`src/rtl/fpaddsub_round_pipe_if.sv`:
```
// Operand/result bundle for the FP add/sub round-and-pack stage.
// Result is packed {sign, exponent, mantissa}; flag order is {Inv, Ovf, Udf, Inx}.
interface fpaddsub_round_pipe_if #(
  parameter int EXPONENT = 5,
  parameter int MANTISSA = 10
);
  localparam int DWIDTH = EXPONENT + MANTISSA + 1;

  logic                in_valid;
  logic                in_ready;
  logic [MANTISSA-1:0] NormM;
  logic [EXPONENT:0]   NormE;
  logic                FG;
  logic                R;
  logic                S;
  logic                ZeroSum;
  logic                NegE;
  logic                Sgn;
  logic                InNaN;
  logic                InInf;
  logic                out_valid;
  logic                out_ready;
  logic [DWIDTH-1:0]   Result;
  logic                OvfF;
  logic                UdfF;
  logic                InxF;
  logic                InvF;
  logic                flags_clr;
  logic [3:0]          StickyFlags;

  modport master (
    output in_valid, NormM, NormE, FG, R, S, ZeroSum, NegE, Sgn, InNaN, InInf,
    output out_ready, flags_clr,
    input  in_ready, out_valid, Result, OvfF, UdfF, InxF, InvF, StickyFlags
  );

  modport slave (
    input  in_valid, NormM, NormE, FG, R, S, ZeroSum, NegE, Sgn, InNaN, InInf,
    input  out_ready, flags_clr,
    output in_ready, out_valid, Result, OvfF, UdfF, InxF, InvF, StickyFlags
  );
endinterface

```
`src/rtl/fpaddsub_round_pipe.sv`:
```
// Two-stage round-to-nearest-even and pack stage with valid/ready flow control
// and sticky exception flags.
module fpaddsub_round_pipe #(
  parameter int EXPONENT = 5,
  parameter int MANTISSA = 10
) (
  input logic                clk,
  input logic                rst,
  fpaddsub_round_pipe_if.slave bus
);
  localparam int DWIDTH = EXPONENT + MANTISSA + 1;

  logic                s1Valid;
  logic                s2Valid;
  logic                s1Adv;
  logic                s2Adv;
  logic                accept;
  logic                inc;
  logic [MANTISSA:0]   mInc;
  logic [MANTISSA-1:0] s1Mant;
  logic                s1Cout;
  logic                s1Inexact;
  logic [EXPONENT:0]   s1NormE;
  logic                s1Zero;
  logic                s1NegE;
  logic                s1Sgn;
  logic                s1NaN;
  logic                s1Inf;
  logic [EXPONENT:0]   rExp;
  logic [DWIDTH-1:0]   nxtResult;
  logic [3:0]          nxtFlags;
  logic [DWIDTH-1:0]   result;
  logic [3:0]          flags;
  logic [3:0]          sticky;

  assign s2Adv  = ~s2Valid | bus.out_ready;
  assign s1Adv  = ~s1Valid | s2Adv;
  assign accept = bus.in_valid & s1Adv;

  assign inc  = bus.FG & (bus.R | bus.S | bus.NormM[0]);
  assign mInc = {1'b0, bus.NormM} + {{MANTISSA{1'b0}}, inc};
  assign rExp = s1NormE + {{EXPONENT{1'b0}}, s1Cout};

  // Special cases take priority over the rounded value, in this order.
  always_comb begin
    nxtResult = '0;
    nxtFlags  = '0;
    if (s1NaN) begin
      nxtResult = {1'b0, {EXPONENT{1'b1}}, 1'b1, {(MANTISSA-1){1'b0}}};
      nxtFlags  = 4'b1000;
    end else if (s1Inf) begin
      nxtResult = {s1Sgn, {EXPONENT{1'b1}}, {MANTISSA{1'b0}}};
    end else if (s1Zero) begin
      nxtResult = '0;
    end else if (s1NegE | s1NormE[EXPONENT] | (rExp == '0)) begin
      nxtResult = {s1Sgn, {(DWIDTH-1){1'b0}}};
      nxtFlags  = 4'b0011;
    end else if ((&rExp[EXPONENT-1:0]) | rExp[EXPONENT]) begin
      nxtResult = {s1Sgn, {EXPONENT{1'b1}}, {MANTISSA{1'b0}}};
      nxtFlags  = 4'b0101;
    end else begin
      nxtResult = {s1Sgn, rExp[EXPONENT-1:0], s1Mant};
      nxtFlags  = {3'b000, s1Inexact};
    end
  end

  always_ff @(posedge clk) begin
    if (!rst) begin
      s1Valid   <= 1'b0;
      s2Valid   <= 1'b0;
      s1Mant    <= '0;
      s1Cout    <= 1'b0;
      s1Inexact <= 1'b0;
      s1NormE   <= '0;
      s1Zero    <= 1'b0;
      s1NegE    <= 1'b0;
      s1Sgn     <= 1'b0;
      s1NaN     <= 1'b0;
      s1Inf     <= 1'b0;
      result    <= '0;
      flags     <= '0;
      sticky    <= '0;
    end else begin
      if (s1Adv) begin
        s1Valid <= bus.in_valid;
        if (accept) begin
          s1Mant    <= mInc[MANTISSA-1:0];
          s1Cout    <= mInc[MANTISSA];
          s1Inexact <= bus.FG | bus.R | bus.S;
          s1NormE   <= bus.NormE;
          s1Zero    <= bus.ZeroSum;
          s1NegE    <= bus.NegE;
          s1Sgn     <= bus.Sgn;
          s1NaN     <= bus.InNaN;
          s1Inf     <= bus.InInf;
        end
      end
      if (s2Adv) begin
        s2Valid <= s1Valid;
        if (s1Valid) begin
          result <= nxtResult;
          flags  <= nxtFlags;
        end
      end
      // A clear in the same cycle as a transfer keeps only the new flags.
      if (s2Valid & bus.out_ready) begin
        sticky <= bus.flags_clr ? flags : (sticky | flags);
      end else if (bus.flags_clr) begin
        sticky <= '0;
      end
    end
  end

  assign bus.in_ready    = ~s1Valid | ~s2Valid | bus.out_ready;
  assign bus.out_valid   = s2Valid;
  assign bus.Result      = result;
  assign bus.InvF        = flags[3];
  assign bus.OvfF        = flags[2];
  assign bus.UdfF        = flags[1];
  assign bus.InxF        = flags[0];
  assign bus.StickyFlags = sticky;
endmodule
```
`src/flat_wrapper.sv`:
```
// flat-port wrapper written by rule: the top's interface ports become plain ports
module fpaddsub_round_pipe_flat 
#(
  parameter int EXPONENT = 5,
  parameter int MANTISSA = 10
)
  (clk, rst, bus_in_valid, bus_NormM, bus_NormE, bus_FG, bus_R, bus_S, bus_ZeroSum, bus_NegE, bus_Sgn, bus_InNaN, bus_InInf, bus_out_ready, bus_flags_clr, bus_in_ready, bus_out_valid, bus_Result, bus_OvfF, bus_UdfF, bus_InxF, bus_InvF, bus_StickyFlags);
  fpaddsub_round_pipe_if #(.EXPONENT(EXPONENT), .MANTISSA(MANTISSA)) bus_i ();
  input logic clk;
  input logic rst;
  input wire logic [$bits(bus_i.in_valid)-1:0] bus_in_valid;
  input wire logic [$bits(bus_i.NormM)-1:0] bus_NormM;
  input wire logic [$bits(bus_i.NormE)-1:0] bus_NormE;
  input wire logic [$bits(bus_i.FG)-1:0] bus_FG;
  input wire logic [$bits(bus_i.R)-1:0] bus_R;
  input wire logic [$bits(bus_i.S)-1:0] bus_S;
  input wire logic [$bits(bus_i.ZeroSum)-1:0] bus_ZeroSum;
  input wire logic [$bits(bus_i.NegE)-1:0] bus_NegE;
  input wire logic [$bits(bus_i.Sgn)-1:0] bus_Sgn;
  input wire logic [$bits(bus_i.InNaN)-1:0] bus_InNaN;
  input wire logic [$bits(bus_i.InInf)-1:0] bus_InInf;
  input wire logic [$bits(bus_i.out_ready)-1:0] bus_out_ready;
  input wire logic [$bits(bus_i.flags_clr)-1:0] bus_flags_clr;
  output wire logic [$bits(bus_i.in_ready)-1:0] bus_in_ready;
  output wire logic [$bits(bus_i.out_valid)-1:0] bus_out_valid;
  output wire logic [$bits(bus_i.Result)-1:0] bus_Result;
  output wire logic [$bits(bus_i.OvfF)-1:0] bus_OvfF;
  output wire logic [$bits(bus_i.UdfF)-1:0] bus_UdfF;
  output wire logic [$bits(bus_i.InxF)-1:0] bus_InxF;
  output wire logic [$bits(bus_i.InvF)-1:0] bus_InvF;
  output wire logic [$bits(bus_i.StickyFlags)-1:0] bus_StickyFlags;
  assign bus_i.in_valid = bus_in_valid;
  assign bus_i.NormM = bus_NormM;
  assign bus_i.NormE = bus_NormE;
  assign bus_i.FG = bus_FG;
  assign bus_i.R = bus_R;
  assign bus_i.S = bus_S;
  assign bus_i.ZeroSum = bus_ZeroSum;
  assign bus_i.NegE = bus_NegE;
  assign bus_i.Sgn = bus_Sgn;
  assign bus_i.InNaN = bus_InNaN;
  assign bus_i.InInf = bus_InInf;
  assign bus_i.out_ready = bus_out_ready;
  assign bus_i.flags_clr = bus_flags_clr;
  assign bus_in_ready = bus_i.in_ready;
  assign bus_out_valid = bus_i.out_valid;
  assign bus_Result = bus_i.Result;
  assign bus_OvfF = bus_i.OvfF;
  assign bus_UdfF = bus_i.UdfF;
  assign bus_InxF = bus_i.InxF;
  assign bus_InvF = bus_i.InvF;
  assign bus_StickyFlags = bus_i.StickyFlags;
  fpaddsub_round_pipe #(.EXPONENT(EXPONENT), .MANTISSA(MANTISSA)) u_core (.clk(clk), .rst(rst), .bus(bus_i));
endmodule
```
`config.mk`:
```
export PLATFORM = sky130hd
export DESIGN_NAME = fpaddsub_round_pipe_flat
export DESIGN_NICKNAME = d
export VERILOG_FILES = /design/src/rtl/fpaddsub_round_pipe_if.sv /design/src/rtl/fpaddsub_round_pipe.sv /design/src/flat_wrapper.sv
export SDC_FILE = /design/constraint.sdc
export NUM_CORES = 1
export LEC_CHECK = 0
export BUFFER_PORTS_ARGS = -buffer_cell sky130_fd_sc_hd__buf_2
export CORE_MARGIN = 4
export CORE_UTILIZATION = 30
export CTS_BUF_LIST = sky130_fd_sc_hd__clkbuf_8
export CTS_CLUSTER_DIAMETER = 150
export DETAILED_ROUTE_END_ITERATION = 12
export HOLD_SLACK_MARGIN = 0.08
export SYNTH_ARGS = -nofsm -noshare
export SYNTH_HDL_FRONTEND = slang
export SYNTH_SLANG_ARGS = --single-unit
```
`constraint.sdc`:
```
create_clock -name clk -period 3.9 [get_ports clk]
set_clock_uncertainty 0.15 [all_clocks]
set_input_delay 0.39 -clock clk [delete_from_list [all_inputs] [get_ports clk]]
set_output_delay 0.39 -clock clk [all_outputs]
set_load 0.02 [all_outputs]
```
======== After elaboration in Yosys (flattened, before gate mapping) ========
Cells that the tools add are included.
word-level totals
  output and inout port bits .............. 26
  bits of input ports ..................... 29
  flip-flop bits (word level) ............. 49
operators by class
  multiplexer cells ....................... 13
  $add $sub $neg .......................... 2
  bitwise operators ....................... 17
  reductions and logical operators ........ 5
operators with widths
  kind                number
  $mux W16            3
  $mux W15            2
  $mux W4             7
  $add A10 B1 Y11     1
  $or A1 B1 Y1        11
  $add A6 B1 Y6       1
  $logic_not A6 Y1    1
  $reduce_and A5 Y1   1
  $or A4 B4 Y4        1
  $reduce_and A2 Y1   2
  $and A1 B1 Y1       3
  $mux W3             1
  $not A1 Y1          2
  $reduce_bool A2 Y1  1

======== Depth between registers and ports, before layout ========
Gate-level depths: netlist of run 1.
  depth after elaboration ................. 8
  gate-level depth with buffers ........... 7
  mapped depth without buffers ............ 7

======== Least setup slack after synthesis of run 1 ========
Ideal clock, no wire load.
  kind .................................... register to register
  start point ............................. register u_core.s1NormE[0]
  end point ............................... register u_core.result[8] (netlist: u_core.bus.Result[8])
  path buffers ............................ 0
  data arrival time ....................... 1.634 ns
  setup slack ............................. 1.998 ns
  stages on the path, launching flop included .. 8
  period minus slack after synthesis ...... 1.902 ns
  library setup time ...................... 0.117 ns
  path through ............................ dfxtp_1 > ha_1 > ha_1 > xor2_1 > nand4_1 > o211ai_1 > nor2_2 > a32o_1
between the ends
  longest elaborated chain between the ends .. 8
  elaborated cells on any way between the ends .. 10
  those cells by class .................... 1 x add/sub; 5 x mux; 2 x bitwise; 2 x reduce/logical
RTL lines
  item                    RTL line                    source
  start, declared         fpaddsub_round_pipe.sv:23   logic [EXPONENT:0] s1NormE;
  start signal, assigned  fpaddsub_round_pipe.sv:90   s1NormE <= bus.NormE;
  $add A6 B1 Y6 (*)       fpaddsub_round_pipe.sv:42   assign rExp = s1NormE + {{EXPONENT{1'b0}}, s1Cout};
  $reduce_and A5 Y1       fpaddsub_round_pipe.sv:58   end else if ((&rExp[EXPONENT-1:0]) | rExp[EXPONENT]) begin
  $or A1 B1 Y1            fpaddsub_round_pipe.sv:58
  $mux W15                fpaddsub_round_pipe.sv:58
  $mux W15 (*)            fpaddsub_round_pipe.sv:55   end else if (s1NegE | s1NormE[EXPONENT] | (rExp == '0)) begin
  $mux W16 (*)            fpaddsub_round_pipe.sv:53   end else if (s1Zero) begin
  $mux W16 (*)            fpaddsub_round_pipe.sv:51   end else if (s1Inf) begin
  $mux W16 (*)            fpaddsub_round_pipe.sv:48   if (s1NaN) begin
  end signal, assigned    fpaddsub_round_pipe.sv:101  result <= nxtResult;
  end, declared           fpaddsub_round_pipe.sv:32   logic [DWIDTH-1:0] result;
Every way passes the cells marked *; elsewhere a longest branch is shown, timed or not.
A chain may end at the register's enable or synchronous reset.

======== Worst setup path after layout of run 1 ========
  start point ............................. register u_core.s1Cout
  end point ............................... register u_core.result[1] (netlist: u_core.bus.Result[1])
between the ends
  longest elaborated chain between the ends .. 8
  elaborated cells on any way between the ends .. 10
  those cells by class .................... 1 x add/sub; 5 x mux; 2 x bitwise; 2 x reduce/logical
RTL lines
  item                    RTL line                   source
  start, declared         fpaddsub_round_pipe.sv:21  logic s1Cout;
  start signal, assigned  fpaddsub_round_pipe.sv:88  s1Cout <= mInc[MANTISSA];
  $add A6 B1 Y6 (*)       fpaddsub_round_pipe.sv:42
  $reduce_and A5 Y1       fpaddsub_round_pipe.sv:58
  $or A1 B1 Y1            fpaddsub_round_pipe.sv:58
  $mux W15                fpaddsub_round_pipe.sv:58
  $mux W15 (*)            fpaddsub_round_pipe.sv:55
  $mux W16 (*)            fpaddsub_round_pipe.sv:53
  $mux W16 (*)            fpaddsub_round_pipe.sv:51
  $mux W16 (*)            fpaddsub_round_pipe.sv:48
Marked as above.

==> results of run 1 <==
==> per-stage QoR <==
stage,cell area (um^2),instances
floorplan,2070,238
global placement,2400,361
detailed placement,2400,361
CTS,2520,369
global route,2520,369
finish,2520,369
==> routing by layer <==
| layer | vias up | share of wire, % | GRT usage, % |
|---|---|---|---|
| met5 | - | 0 | 0 |
| met4 | 0 | 1.3 | 4.15 |
| met3 | 5 | 6.1 | 3.72 |
| met2 | 45 | 45 | 19.1 |
| met1 | 856 | 48 | 16.3 |
| li1 | 947 | - | - |
==> cells by family after synthesis <==
group | Yosys count | share of synthesized area (%)
and+or+nand+nor | 95 | 21.2
xor gates and xnor gates | 13 | 5.51
adders and majority gates | 4 | 2.42
DFF | 49 | 47.5
AOI/OAI and AO/OA | 60 | 19.7
buffers and inverters | 17 | 3.75
==> critical path: cells and delay by family, from the launching register on <==
family | cells | cell delay, ps
AOI/OAI and AO/OA | 2 | 580
and+or+nand+nor | 2 | 330
xor gates and xnor gates | 1 | 220
DFF | 1 | 390
adders and majority gates | 2 | 390
==> state kept, by name (all words and copies together), names as in the netlist <==
name and flops:
u_core.bus.Result 16, u_core.bus.StickyFlags 4, u_core.bus.out_valid 1, u_core.flags 4, u_core.s1Cout 1, u_core.s1Inexact 1
u_core.s1Inf 1, u_core.s1Mant 10, u_core.s1NaN 1, u_core.s1NegE 1, u_core.s1NormE 6, u_core.s1Sgn 1
u_core.s1Valid 1, u_core.s1Zero 1
==> power groups by stage <==
stage                     clock, W  combinational (W)  sequential, W
after global routing      0.000381           0.000150       0.000549
after detailed placement         0           0.000133       0.000557
after floorplan                  0          0.0000773       0.000562
after global placement           0           0.000131       0.000556
final                     0.000353           0.000132       0.000545
after CTS                 0.000366           0.000133       0.000545
==> cells in the final DEF, fill, tap and decap left out, drive strengths merged, types with 7 or more instances in the layout <==
cell	instances
nand2	38
a32o	10
o21ai	9
dfxtp	49
buf	57
nor2	29
a211oi	7
a21oi	21
nand3	8
xnor2	9
==> worst max-delay path by stage <==
stage                            from              endpoint  slack, ps
floorplan           u_core.s1NormE[0]  u_core.bus.Result[8]       2000
global placement        bus_out_ready      u_core.s1Mant[7]       1750
detailed placement      bus_out_ready      u_core.s1Mant[6]       1690
CTS                     u_core.s1Cout  u_core.bus.Result[1]       1740
global route            u_core.s1Cout  u_core.bus.Result[1]       1510
finish                  u_core.s1Cout  u_core.bus.Result[1]       1750
==> cell type report <==
type,instances,area (um^2)
inverters,6,22.5
repair buffers,57,293
multi-input cells,172,1010
clock buffers,5,68.8
flip-flops and latches,49,981
well taps,77,96.3
fillers,703,4020
clock inverters,3,42.5
==> tab_implementation.tex, run 1 <==
\begin{tabular}{lr}
\hline
Metric & Value \\
\hline
\multicolumn{2}{l}{\textbf{Run status}} \\
\quad Status & finished clean \\
\multicolumn{2}{l}{\textbf{Power and ir drop}} \\
\quad Int Pwr & 0.000766 W \\
\quad Power share of the clock group & around a third \\
\quad Leakage power & roughly 1.1 nW \\
\quad Combinational power share & 12.8\% \\
\quad NetSw & 0.000264 W \\
\quad Sequential Power Share & 52.9\% \\
\quad Total design power & 0.00103 W \\
\quad Pwr/cell area & just over 400 nW/um\^{}2 \\
\quad Fraction of power spent switching nets & between 20\% and 30\% \\
\quad Maximum ir drop on the vdd rail & around 170 uV \\
\multicolumn{2}{l}{\textbf{Worst setup path}} \\
\quad Crit path kind & reg -> reg \\
\quad Delay of the slowest cell on the worst path & between 300 and 400 ps \\
\quad Data required time at the worst endpoint & 3950 ps \\
\quad Cell count of the worst reg-to-reg path & 7 \\
\quad Element type at the critical path end & flip-flop \\
\quad Critical Path Most Common Cell & ha\_1 \\
\quad Cells traversed along the worst timing path & ha\_1, ha\_1, xor2\_1, nand4\_1, o211ai\_1, nor2\_2, a32o\_1 \\
\quad End of the worst register-to-register path & u\_core.bus.Result[1] \\
\quad Critical-path top delay cell & dfxtp\_1 \\
\quad Flop-to-flop setup slack & around 1800 ps \\
\quad Crit Reg-Reg Startpoint & u\_core.s1Cout \\
\quad Kind of launch point of the worst setup path & flip-flop \\
\quad Critical path arrival & 2190 ps \\
\quad Worst-path fanout max & 9 \\
\multicolumn{2}{l}{\textbf{Die}} \\
\quad CORE AREA & roughly 6500 um\^{}2 \\
\quad Cell row count & 29 \\
\quad Starting utilization of the core area & 31.6\% \\
\quad Floorplan die area & approximately 8300 um\^{}2 \\
\quad Die span in x & roughly 90 um \\
\quad Number of top-level pins & 55 \\
\quad Die span in y & about 90 um \\
\multicolumn{2}{l}{\textbf{STA}} \\
\quad Worst Setup Slack, final & 1750 ps \\
\quad Slew @ Worst Pin & 1020 ps \\
\quad Achievable Freq & approximately 470 MHz \\
\quad Rel. slew slack & about 32\% \\
\quad Final hold violation count & 0 \\
\quad Min Tclk post-route & about 2100 ps \\
\quad Post-route fraction of the period consumed by the critical path & 55.0\% \\
\quad Worst hold-check slack & approximately 180 ps \\
\quad Max Slew Vio Count & 0 \\
\quad Setup violation total in the final timing report & 0 \\
\quad Final-layout setup total negative slack & 0 ps \\
\quad Unrepaired setup endpoints after global routing & false \\
\multicolumn{2}{l}{\textbf{Clock tree}} \\
\quad Number of buffers inserted during clock tree synthesis & 5 \\
\quad Cts hold-fix bufs & 0 \\
\quad Maximum level of the CTS H-tree & 2 \\
\quad \# clock sinks & between 40 and 50 \\
\quad Clock latency on the worst-skew pair & 300 ps \\
\quad Root buffer cell & clkbuf\_8 \\
\quad Maximum clock path buffer count & 2 \\
\quad CTS tree & done \\
\quad Post-CTS setup buffer count & 0 \\
\quad Post-cts sizing count & 0 \\
\quad Clock input transition at the sequential cells of the worst setup and hold paths & 90 ps \\
\multicolumn{2}{l}{\textbf{Logic synthesis}} \\
\quad Synthesized area per cell & approximately 8.7 um\^{}2 \\
\quad Synth Instances & around 240 \\
\quad Top post-synthesis cells by area & dfxtp\_1 47\%, nand2\_1 6.9\%, a21oi\_1 5.1\% \\
\quad Number of synthesized register bits & approximately 50 \\
\quad Fraction of synthesized cell area taken by the top area cell type & 47.5\% \\
\quad Fraction of registers with async set or reset after synthesis & 0\% \\
\quad Sequential cell area fraction in the yosys report & 47.5\% \\
\quad Most common cell in the netlist & dfxtp\_1 \\
\quad Netlist Area Pre-Place & just over 2000 um\^{}2 \\
\quad Distinct cell type count after synthesis & 34 \\
\quad Most instantiated cells after synthesis & 49 x dfxtp\_1, 38 x nand2\_1, 28 x nor2\_1, 21 x a21oi\_1, 10 x a32o\_1 \\
\quad Library cell with the largest summed area after synthesis & dfxtp\_1 \\
\quad Synth Net Count & about 270 \\
\quad Primary flip-flop cell chosen by synthesis mapping & dfxtp\_1 \\
\quad Number of warnings issued by yosys & 0 \\
\quad Number of flops mapped to enable cells by yosys & 0 \\
\multicolumn{2}{l}{\textbf{Routing}} \\
\quad Routed Antenna Nets & 0 \\
\quad Via count & $\sim$1900 \\
\quad Total detailed-routing wirelength & about 5000 um \\
\quad Average wire length per cell after detail routing & 13.4 um \\
\quad Drc violations & 0 \\
\quad 1st-pass router iterations & 4 \\
\quad Detailed Route Iter0 Violations & 110 \\
\quad Mean number of vias per cell & roughly 5.0 \\
\multicolumn{2}{l}{\textbf{Place}} \\
\quad Gpl congestion & between 0.7 and 0.8 \\
\quad Worst slack after detailed placement & $\sim$1700 ps \\
\quad Estimated wirelength of the detail-placed design & 3840 um \\
\quad Count of buffers from port buffering & between 50 and 60 \\
\multicolumn{2}{l}{\textbf{Cells and area}} \\
\quad Area Overhead vs Synth & 21.7\% \\
\quad Fraction of layout cells with a size suffix above 1 & about a quarter \\
\quad Net count, final & about 320 \\
\quad Fin util & between 30\% and 40\% \\
\quad Number of antenna cells inserted & 0 \\
\multicolumn{2}{l}{\textbf{Flow run}} \\
\quad MaxCap Viol Count & 0 \\
\multicolumn{2}{l}{\textbf{Global route}} \\
\quad Vias in the first global route & approximately 1800 \\
\quad Number of antenna violations at the first check in global routing & 0 \\
\quad Global-route usage over all layers & 12.3\% \\
\quad Global-route wire length before repair & 8370 um \\
\quad Pin count of the biggest net entering global routing & 28 \\
\quad GR Overflow Total & 0 \\
\multicolumn{2}{l}{\textbf{Hold path}} \\
\quad Worst min-delay path startpoint & bus\_NormE[0] \\
\quad Worst hold-check path type & in -> reg \\
\quad Sink of the worst hold path & u\_core.s1NormE[0] \\
\quad Number of cells traversed by the worst hold path & 3 \\
\hline
\end{tabular}
Power figures use the tool's default switching activity.
==> run 2: changes to the inputs <==
--- a/config.mk
+++ b/config.mk
@@ -5,6 +5,7 @@
 export SDC_FILE = /design/constraint.sdc
 export NUM_CORES = 1
 export LEC_CHECK = 0
+export ABC_AREA = 1
 export BUFFER_PORTS_ARGS = -buffer_cell sky130_fd_sc_hd__buf_2
 export CORE_MARGIN = 4
 export CORE_UTILIZATION = 30
==> constraint.sdc (replaced) <==
create_clock -name clk -period 2.1 [get_ports clk]
set_clock_uncertainty 0.15 [all_clocks]
set_input_delay 0.21 -clock clk [delete_from_list [all_inputs] [get_ports clk]]
set_output_delay 0.21 -clock clk [all_outputs]
set_load 0.02 [all_outputs]
==> run 2 against run 1 <==
- fmax grew 13%
- register-to-register slack lost 1600 ps
- wire length grew 13%
- sequential share of layout area shrank 5.4 points
- highest routed layer unchanged
- critical endpoint is now u_core.flags[0]
- utilization grew 2.0 points
==> tab_implementation.tex, run 2 <==
\begin{tabular}{lr}
\hline
Metric & Value \\
\hline
\multicolumn{2}{l}{\textbf{Clock tree}} \\
\quad Clock input transition at the sequential cells of the worst setup and hold paths & 90 ps \\
\quad Maximum level of the CTS H-tree & 2 \\
\quad Number of buffers inserted during clock tree synthesis & 5 \\
\quad Root buffer cell & clkbuf\_8 \\
\quad Post-CTS setup buffer count & 0 \\
\quad Maximum clock path buffer count & 2 \\
\quad \# clock sinks & 49 \\
\quad Clock latency on the worst-skew pair & 300 ps \\
\quad CTS tree & done \\
\multicolumn{2}{l}{\textbf{Logic synthesis}} \\
\quad Fraction of synthesized cell area taken by the top area cell type & $\sim$44\% \\
\quad Library cell with the largest summed area after synthesis & dfxtp\_1 \\
\quad Fraction of registers with async set or reset after synthesis & 0\% \\
\quad Primary flip-flop cell chosen by synthesis mapping & dfxtp\_1 \\
\quad Most instantiated cells after synthesis & 49 x dfxtp\_1, 44 x nand2\_1, 42 x nor2\_1, 31 x a21oi\_1, 30 x inv\_1 \\
\quad Number of flops mapped to enable cells by yosys & 0 \\
\quad Number of warnings issued by yosys & 0 \\
\quad Synthesized area per cell & 7.42 um\^{}2 \\
\quad Number of synthesized register bits & between 40 and 50 \\
\quad Netlist Area Pre-Place & approximately 2200 um\^{}2 \\
\quad Sequential cell area fraction in the yosys report & between 40 and 50\% \\
\quad Distinct cell type count after synthesis & 27 \\
\quad Most common cell in the netlist & dfxtp\_1 \\
\quad Top post-synthesis cells by area & dfxtp\_1 44\%, nand2\_1 7.5\%, nor2\_1 7.1\% \\
\quad Synth Instances & between 200 and 300 \\
\quad Synth Net Count & 331 \\
\multicolumn{2}{l}{\textbf{Worst setup path}} \\
\quad Flop-to-flop setup slack & a little over 200 ps \\
\quad Crit Reg-Reg Startpoint & u\_core.s1NormE[0] \\
\quad Cell count of the worst reg-to-reg path & 13 \\
\quad Worst-path fanout max & 12 \\
\quad Element type at the critical path end & flip-flop \\
\quad Crit path kind & reg -> reg \\
\quad Kind of launch point of the worst setup path & flip-flop \\
\quad Critical path arrival & 1990 ps \\
\quad Data required time at the worst endpoint & about 2200 ps \\
\quad End of the worst register-to-register path & u\_core.flags[0] \\
\quad CP Capture Point & u\_core.flags[0] \\
\quad Critical path launch point & u\_core.s1NormE[0] \\
\multicolumn{2}{l}{\textbf{Die}} \\
\quad Number of top-level pins & 55 \\
\quad Die span in y & between 90 and 100 um \\
\quad Die span in x & about 94 um \\
\quad Starting utilization of the core area & 30.7\% \\
\quad Cell row count & 31 \\
\quad CORE AREA & between 7000 and 8000 um\^{}2 \\
\quad Floorplan die area & $\sim$8800 um\^{}2 \\
\multicolumn{2}{l}{\textbf{STA}} \\
\quad Max Slew Vio Count & 0 \\
\quad Rel. slew slack & a little over three fifths \\
\quad Setup violation total in the final timing report & 0 \\
\quad Min Tclk post-route & 1900 ps \\
\quad Achievable Freq & around 530 MHz \\
\quad Post-route fraction of the period consumed by the critical path & around nine tenths \\
\quad Final-layout setup total negative slack & 0 ps \\
\quad Final hold violation count & 0 \\
\quad Slew @ Worst Pin & 545 ps \\
\quad Unrepaired setup endpoints after global routing & false \\
\multicolumn{2}{l}{\textbf{Power and ir drop}} \\
\quad Maximum ir drop on the vdd rail & roughly 250 uV \\
\quad Pwr/cell area & around 720 nW/um\^{}2 \\
\quad Leakage power & $\sim$1.3 nW \\
\multicolumn{2}{l}{\textbf{Routing}} \\
\quad Mean number of vias per cell & approximately 4.5 \\
\quad Total detailed-routing wirelength & around 5600 um \\
\quad Average wire length per cell after detail routing & approximately 12 um \\
\quad Via count & approximately 2100 \\
\quad 1st-pass router iterations & 4 \\
\quad Routed Antenna Nets & 0 \\
\quad Drc violations & 0 \\
\quad Detailed Route Iter0 Violations & 78 \\
\multicolumn{2}{l}{\textbf{Cells and area}} \\
\quad Net count, final & 404 \\
\quad Flip-flop count of the largest register, all copies and words added & 16 \\
\quad Area Overhead vs Synth & 32.2\% \\
\quad Most used cells in the layout excluding fill and tap cells & 54 x buf\_2, 48 x dfxtp\_1, 44 x nand2\_1 \\
\quad Number of antenna cells inserted & 0 \\
\quad Most frequent standard cell in the layout excluding fill and tap cells & buf\_2 \\
\quad Fraction of layout cells with a size suffix above 1 & between 20 and 25\% \\
\quad Total non-filler cell area in the finished layout & 2920 um\^{}2 \\
\multicolumn{2}{l}{\textbf{Place}} \\
\quad Gpl congestion & a little over 0.8 \\
\quad Count of buffers from port buffering & 54 \\
\quad Estimated wirelength of the detail-placed design & slightly above 4000 um \\
\quad Post-place instance area & approximately 2600 um\^{}2 \\
\multicolumn{2}{l}{\textbf{Hold path}} \\
\quad Worst hold-check path type & in -> reg \\
\multicolumn{2}{l}{\textbf{Global route}} \\
\quad Pin count of the biggest net entering global routing & 25 \\
\quad Global-route usage over all layers & approximately an eighth \\
\quad GR Overflow Total & 0 \\
\quad Global-route wire length before repair & roughly 9300 um \\
\quad Number of antenna violations at the first check in global routing & 0 \\
\quad Vias in the first global route & just under 2000 \\
\multicolumn{2}{l}{\textbf{Flow run}} \\
\quad MaxCap Viol Count & 0 \\
\multicolumn{2}{l}{\textbf{Run status}} \\
\quad Status & finished clean \\
\hline
\end{tabular}
## run 2: layer usage
layer | GRT usage, % | part of all wire (%) | wire length, um
met1 | 18.5 | 49 | 2730
met3 | 3.21 | 4.9 | 273
met2 | 20.4 | 45 | 2530
met4 | 4.33 | 1.5 | 84
met5 | 0 | 0 | 0
## run 2: timing repair
item                       CTS  global route
setup endpoints to repair    0            20
hold endpoints to repair    19             0
hold buffers                21             0
resized for setup            0             6
## run 2: area by class of cell
cell class	instances	area, um^2
clock buffer	5	68.8
tap	99	124
fill	784	4290
multi-input combinational	203	1050
clock inverter	3	65.1
sequential	49	982
inverter	32	120
timing repair buffer	80	518
## run 2: where the power goes
part	leakage, nW	switching (W)	total [W]	internal, W
Sequential	0.403	0.0000378	0.00102	0.000978
Combinational	0.874	0.000177	0.000302	0.000125
Clock	0.0681	0.000323	0.000796	0.000473
## run 2: stage by stage
stage	hold WS (ps)	worst slack [ps]	cells	power, W	utilization [%]
3_5_place_dp	295	91.7	442	0.00131	35.5
4_1_cts	80.5	24.3	471	0.00212	40.3
5_1_grt	129	14.4	471	0.00221	40.5
2_1_floorplan	195	340	298	0.00122	-
6_report	81.0	201	471	0.00211	40.5
3_3_place_gp	296	136	442	0.00130	35.5
## run 2: worst max-delay path, stage by stage, from the launching register on
cell and delay, ps:
dfxtp_1 370, ha_1 170, ha_2 210, nand3_1 80, nand2_1 70, nand2_1 70
inv_1 70, nand3_2 90, nor2_2 120, nor2_2 40, buf_4 170, nand2_1 70
nand2_1 60, a21oi_1 110
## run 2: cell families after synthesis
group	after synthesis	synth area share (%)
AOI/OAI and AO/OA	64	14.9
adders and majority gates	4	2.26
and+or+nand+nor	126	25.8
DFF	49	44.3
xor gates and xnor gates	9	3.56
buffers and inverters	46	9.16
## run 2: worst min-delay path by stage
stage	startpoint	to	slack, ps	cells past startpoint
floorplan	bus_InNaN	u_core.s1NaN	190	2
global placement	bus_Sgn	u_core.s1Sgn	300	3
detailed placement	bus_Sgn	u_core.s1Sgn	290	3
CTS	bus_NormM[4]	u_core.s1Mant[4]	80	3
global route	bus_NormM[7]	u_core.s1Mant[7]	130	4
finish	bus_NormM[4]	u_core.s1Mant[4]	80	3
==> run 3: changes to the inputs <==
--- a/config.mk
+++ b/config.mk
@@ -5,13 +5,13 @@
 export SDC_FILE = /design/constraint.sdc
 export NUM_CORES = 1
 export LEC_CHECK = 0
-export ABC_AREA = 1
-export BUFFER_PORTS_ARGS = -buffer_cell sky130_fd_sc_hd__buf_2
+export ABC_AREA = 0
 export CORE_MARGIN = 4
 export CORE_UTILIZATION = 30
 export CTS_BUF_LIST = sky130_fd_sc_hd__clkbuf_8
 export CTS_CLUSTER_DIAMETER = 150
 export DETAILED_ROUTE_END_ITERATION = 12
+export DONT_BUFFER_PORTS = 1
 export HOLD_SLACK_MARGIN = 0.08
 export SYNTH_ARGS = -nofsm -noshare
 export SYNTH_HDL_FRONTEND = slang
==> run 3 against run 2 <==
- non-clock buffer count is 38 lower
- combinational power is 21% lower
- critical path depth is 5 lower
- critical endpoint is now u_core.bus.Result[9]
- utilization is 1.0 points higher
- die area is 6.0% lower
- global-route usage is 0.29 points lower
- total power is 1.9% lower
- largest power group unchanged
- largest cell class unchanged
- clock power hardly changed
==> tab_implementation.tex, run 3 (synthesis gave the netlist of run 1 again) <==
\begin{tabular}{lr}
\hline
Metric & Value \\
\hline
\multicolumn{2}{l}{\textbf{Die}} \\
\quad Cell row count & 29 \\
\quad CORE AREA & 6530 um\^{}2 \\
\quad Starting utilization of the core area & about a third \\
\quad Number of top-level pins & between 50 and 60 \\
\quad Die span in x & $\sim$91 um \\
\quad Die span in y & approximately 91 um \\
\quad Floorplan die area & slightly above 8000 um\^{}2 \\
\multicolumn{2}{l}{\textbf{Clock tree}} \\
\quad Maximum clock path buffer count & 2 \\
\quad Clock latency on the worst-skew pair & roughly 300 ps \\
\quad Root buffer cell & clkbuf\_8 \\
\quad CTS tree & done \\
\quad Clock input transition at the sequential cells of the worst setup and hold paths & 90 ps \\
\quad Maximum level of the CTS H-tree & 2 \\
\quad Number of buffers inserted during clock tree synthesis & 5 \\
\quad \# clock sinks & about 50 \\
\multicolumn{2}{l}{\textbf{Cells and area}} \\
\quad Fraction of layout cells with a size suffix above 1 & between 10\% and 20\% \\
\quad Area Overhead vs Synth & 31.4\% \\
\quad Total non-filler cell area in the finished layout & around 2700 um\^{}2 \\
\quad Most used cells in the layout excluding fill and tap cells & 46 x dfxtp\_1, 38 x nand2\_1, 30 x dlygate4sd3\_1 \\
\quad Flip-flop count of the largest register, all copies and words added & 16 \\
\quad Net count, final & between 300 and 400 \\
\quad Most frequent standard cell in the layout excluding fill and tap cells & dfxtp\_1 \\
\quad Number of antenna cells inserted & 0 \\
\multicolumn{2}{l}{\textbf{Worst setup path}} \\
\quad Worst path buffer plus inverter count & 1 \\
\quad Data required time at the worst endpoint & roughly 2200 ps \\
\quad Element type at the critical path end & flip-flop \\
\quad Worst-path fanout max & 4 \\
\quad Cell count of the worst reg-to-reg path & 8 \\
\quad Gate family responsible for the most delay along the worst path & simple AND/OR/NAND/NOR gates \\
\quad Crit path kind & reg -> reg \\
\quad Critical-path top delay cell & or3\_1 \\
\quad Kind of launch point of the worst setup path & flip-flop \\
\quad Cells traversed along the worst timing path & ha\_2, ha\_4, xor2\_2, nand4\_1, o211ai\_1, buf\_4, or3\_1, a21oi\_2 \\
\quad Delay of the slowest cell on the worst path & 410 ps \\
\quad Number of stages on the worst setup path & 8 \\
\quad Critical path arrival & between 2000 and 2500 ps \\
\multicolumn{2}{l}{\textbf{STA}} \\
\quad Final hold violation count & 0 \\
\quad Slew @ Worst Pin & $\sim$480 ps \\
\quad Rel. slew slack & about two thirds \\
\quad Post-route fraction of the period consumed by the critical path & between 90\% and 100\% \\
\quad Max Slew Vio Count & 0 \\
\quad Setup violation total in the final timing report & 0 \\
\quad Min Tclk post-route & between 2000 and 2500 ps \\
\quad Unrepaired setup endpoints after global routing & true \\
\quad Worst Setup Slack, final & approximately 7.0 ps \\
\quad Achievable Freq & 478 MHz \\
\multicolumn{2}{l}{\textbf{Global route}} \\
\quad GR Overflow Total & 0 \\
\quad Pin count of the biggest net entering global routing & 24 \\
\quad Global-route wire length before repair & 8850 um \\
\quad Number of antenna violations at the first check in global routing & 0 \\
\quad Vias in the first global route & 1767 \\
\quad Global-route usage over all layers & 13.1\% \\
\multicolumn{2}{l}{\textbf{Power and ir drop}} \\
\quad NetSw & about 0.00051 W \\
\quad Power share of the clock group & around two fifths \\
\quad Fraction of power spent switching nets & between 20\% and 30\% \\
\quad Sequential Power Share & between 50\% and 60\% \\
\quad Int Pwr & 0.00157 W \\
\quad Leakage power & about 1 nW \\
\quad Total design power & between 0.002 and 0.0025 W \\
\quad Pwr/cell area & between 700 and 800 nW/um\^{}2 \\
\quad Maximum ir drop on the vdd rail & $\sim$300 uV \\
\quad Combinational power share & $\sim$12\% \\
\multicolumn{2}{l}{\textbf{Routing}} \\
\quad Average wire length per cell after detail routing & 14.9 um \\
\quad Total detailed-routing wirelength & around 5300 um \\
\quad Routed Antenna Nets & 0 \\
\quad Mean number of vias per cell & between 5 and 6 \\
\quad Via count & roughly 1800 \\
\quad 1st-pass router iterations & 4 \\
\quad Detailed Route Iter0 Violations & between 100 and 150 \\
\quad Drc violations & 0 \\
\multicolumn{2}{l}{\textbf{Place}} \\
\quad Gpl congestion & approximately 0.86 \\
\quad Worst slack after detailed placement & -7.98 ps \\
\quad Count of buffers from port buffering & 0 \\
\quad Estimated wirelength of the detail-placed design & 3780 um \\
\quad Post-place instance area & $\sim$2200 um\^{}2 \\
\multicolumn{2}{l}{\textbf{Hold path}} \\
\quad Number of cells traversed by the worst hold path & 4 \\
\quad Worst hold-check path type & in -> reg \\
\multicolumn{2}{l}{\textbf{Flow run}} \\
\quad MaxCap Viol Count & 0 \\
\multicolumn{2}{l}{\textbf{Run status}} \\
\quad Status & finished clean \\
\hline
\end{tabular}
## run 3: what timing repair did
item	in CTS	in global routing
setup endpoints to repair	9	14
resized for setup	5	10
hold buffers	30	0
hold endpoints to repair	37	0
pin swaps	2	3
buffers inserted	5	1
## run 3: metrics by stage
step | std cells | hold WS [ps] | utilization, % | TNS [ps]
3_3_place_gp | 310 | 200 | 33.0 | 0
2_1_floorplan | 238 | 196 | - | 0
5_1_grt | 354 | 90.3 | 41.6 | -49.3
3_5_place_dp | 310 | 203 | 33.0 | -7.98
4_1_cts | 353 | 80.2 | 40.6 | 0
6_report | 354 | 83.2 | 41.6 | 0
## run 3: worst paths after layout
check / from / endpoint / slack (ps)
setup / recovery: u_core.s1NormE[0] / u_core.bus.Result[9] / 7
hold / removal: bus_S / u_core.s1Mant[0] / 80
setup reg to reg: u_core.s1NormE[0] / u_core.bus.Result[9] / 7
hold reg to reg: u_core.s1Mant[1] / u_core.s1Mant[1] / 320
## run 3: metal layers
| layer | up-vias | part of all wire [%] | track usage (%) |
|---|---|---|---|
| met2 | 53 | 46 | 20.4 |
| met3 | 10 | 6.9 | 4.38 |
| li1 | 916 | - | - |
| met5 | - | 0 | 0 |
| met1 | 828 | 45 | 16.9 |
| met4 | 0 | 2.0 | 4.90 |
## run 3: layout make-up
cell class,instances,area [um^2]
flip-flops and latches,49,985
inverters,6,22.5
clock buffers,5,68.8
multi-input cells,172,1080
repair buffers,42,390
fillers,663,3820
well taps,77,96.3
clock inverters,3,68.8
## run 3: worst register-to-register path: stages, from the launching register on
cell and delay [ps]:
dfxtp_2 340, ha_2 190, ha_4 180, xor2_2 150, nand4_1 110, o211ai_1 170, buf_4 190, or3_1 410
a21oi_2 140
## run 3: power by group through the flow
stage	combinational (W)	clock (W)	sequential, W
6_report	0.000239	0.000798	0.00104
3_3_place_gp	0.000173	0	0.00106
4_1_cts	0.000231	0.000817	0.00104
5_1_grt	0.000265	0.000848	0.00104
2_1_floorplan	0.000143	0	0.00104
3_5_place_dp	0.000174	0	0.00106
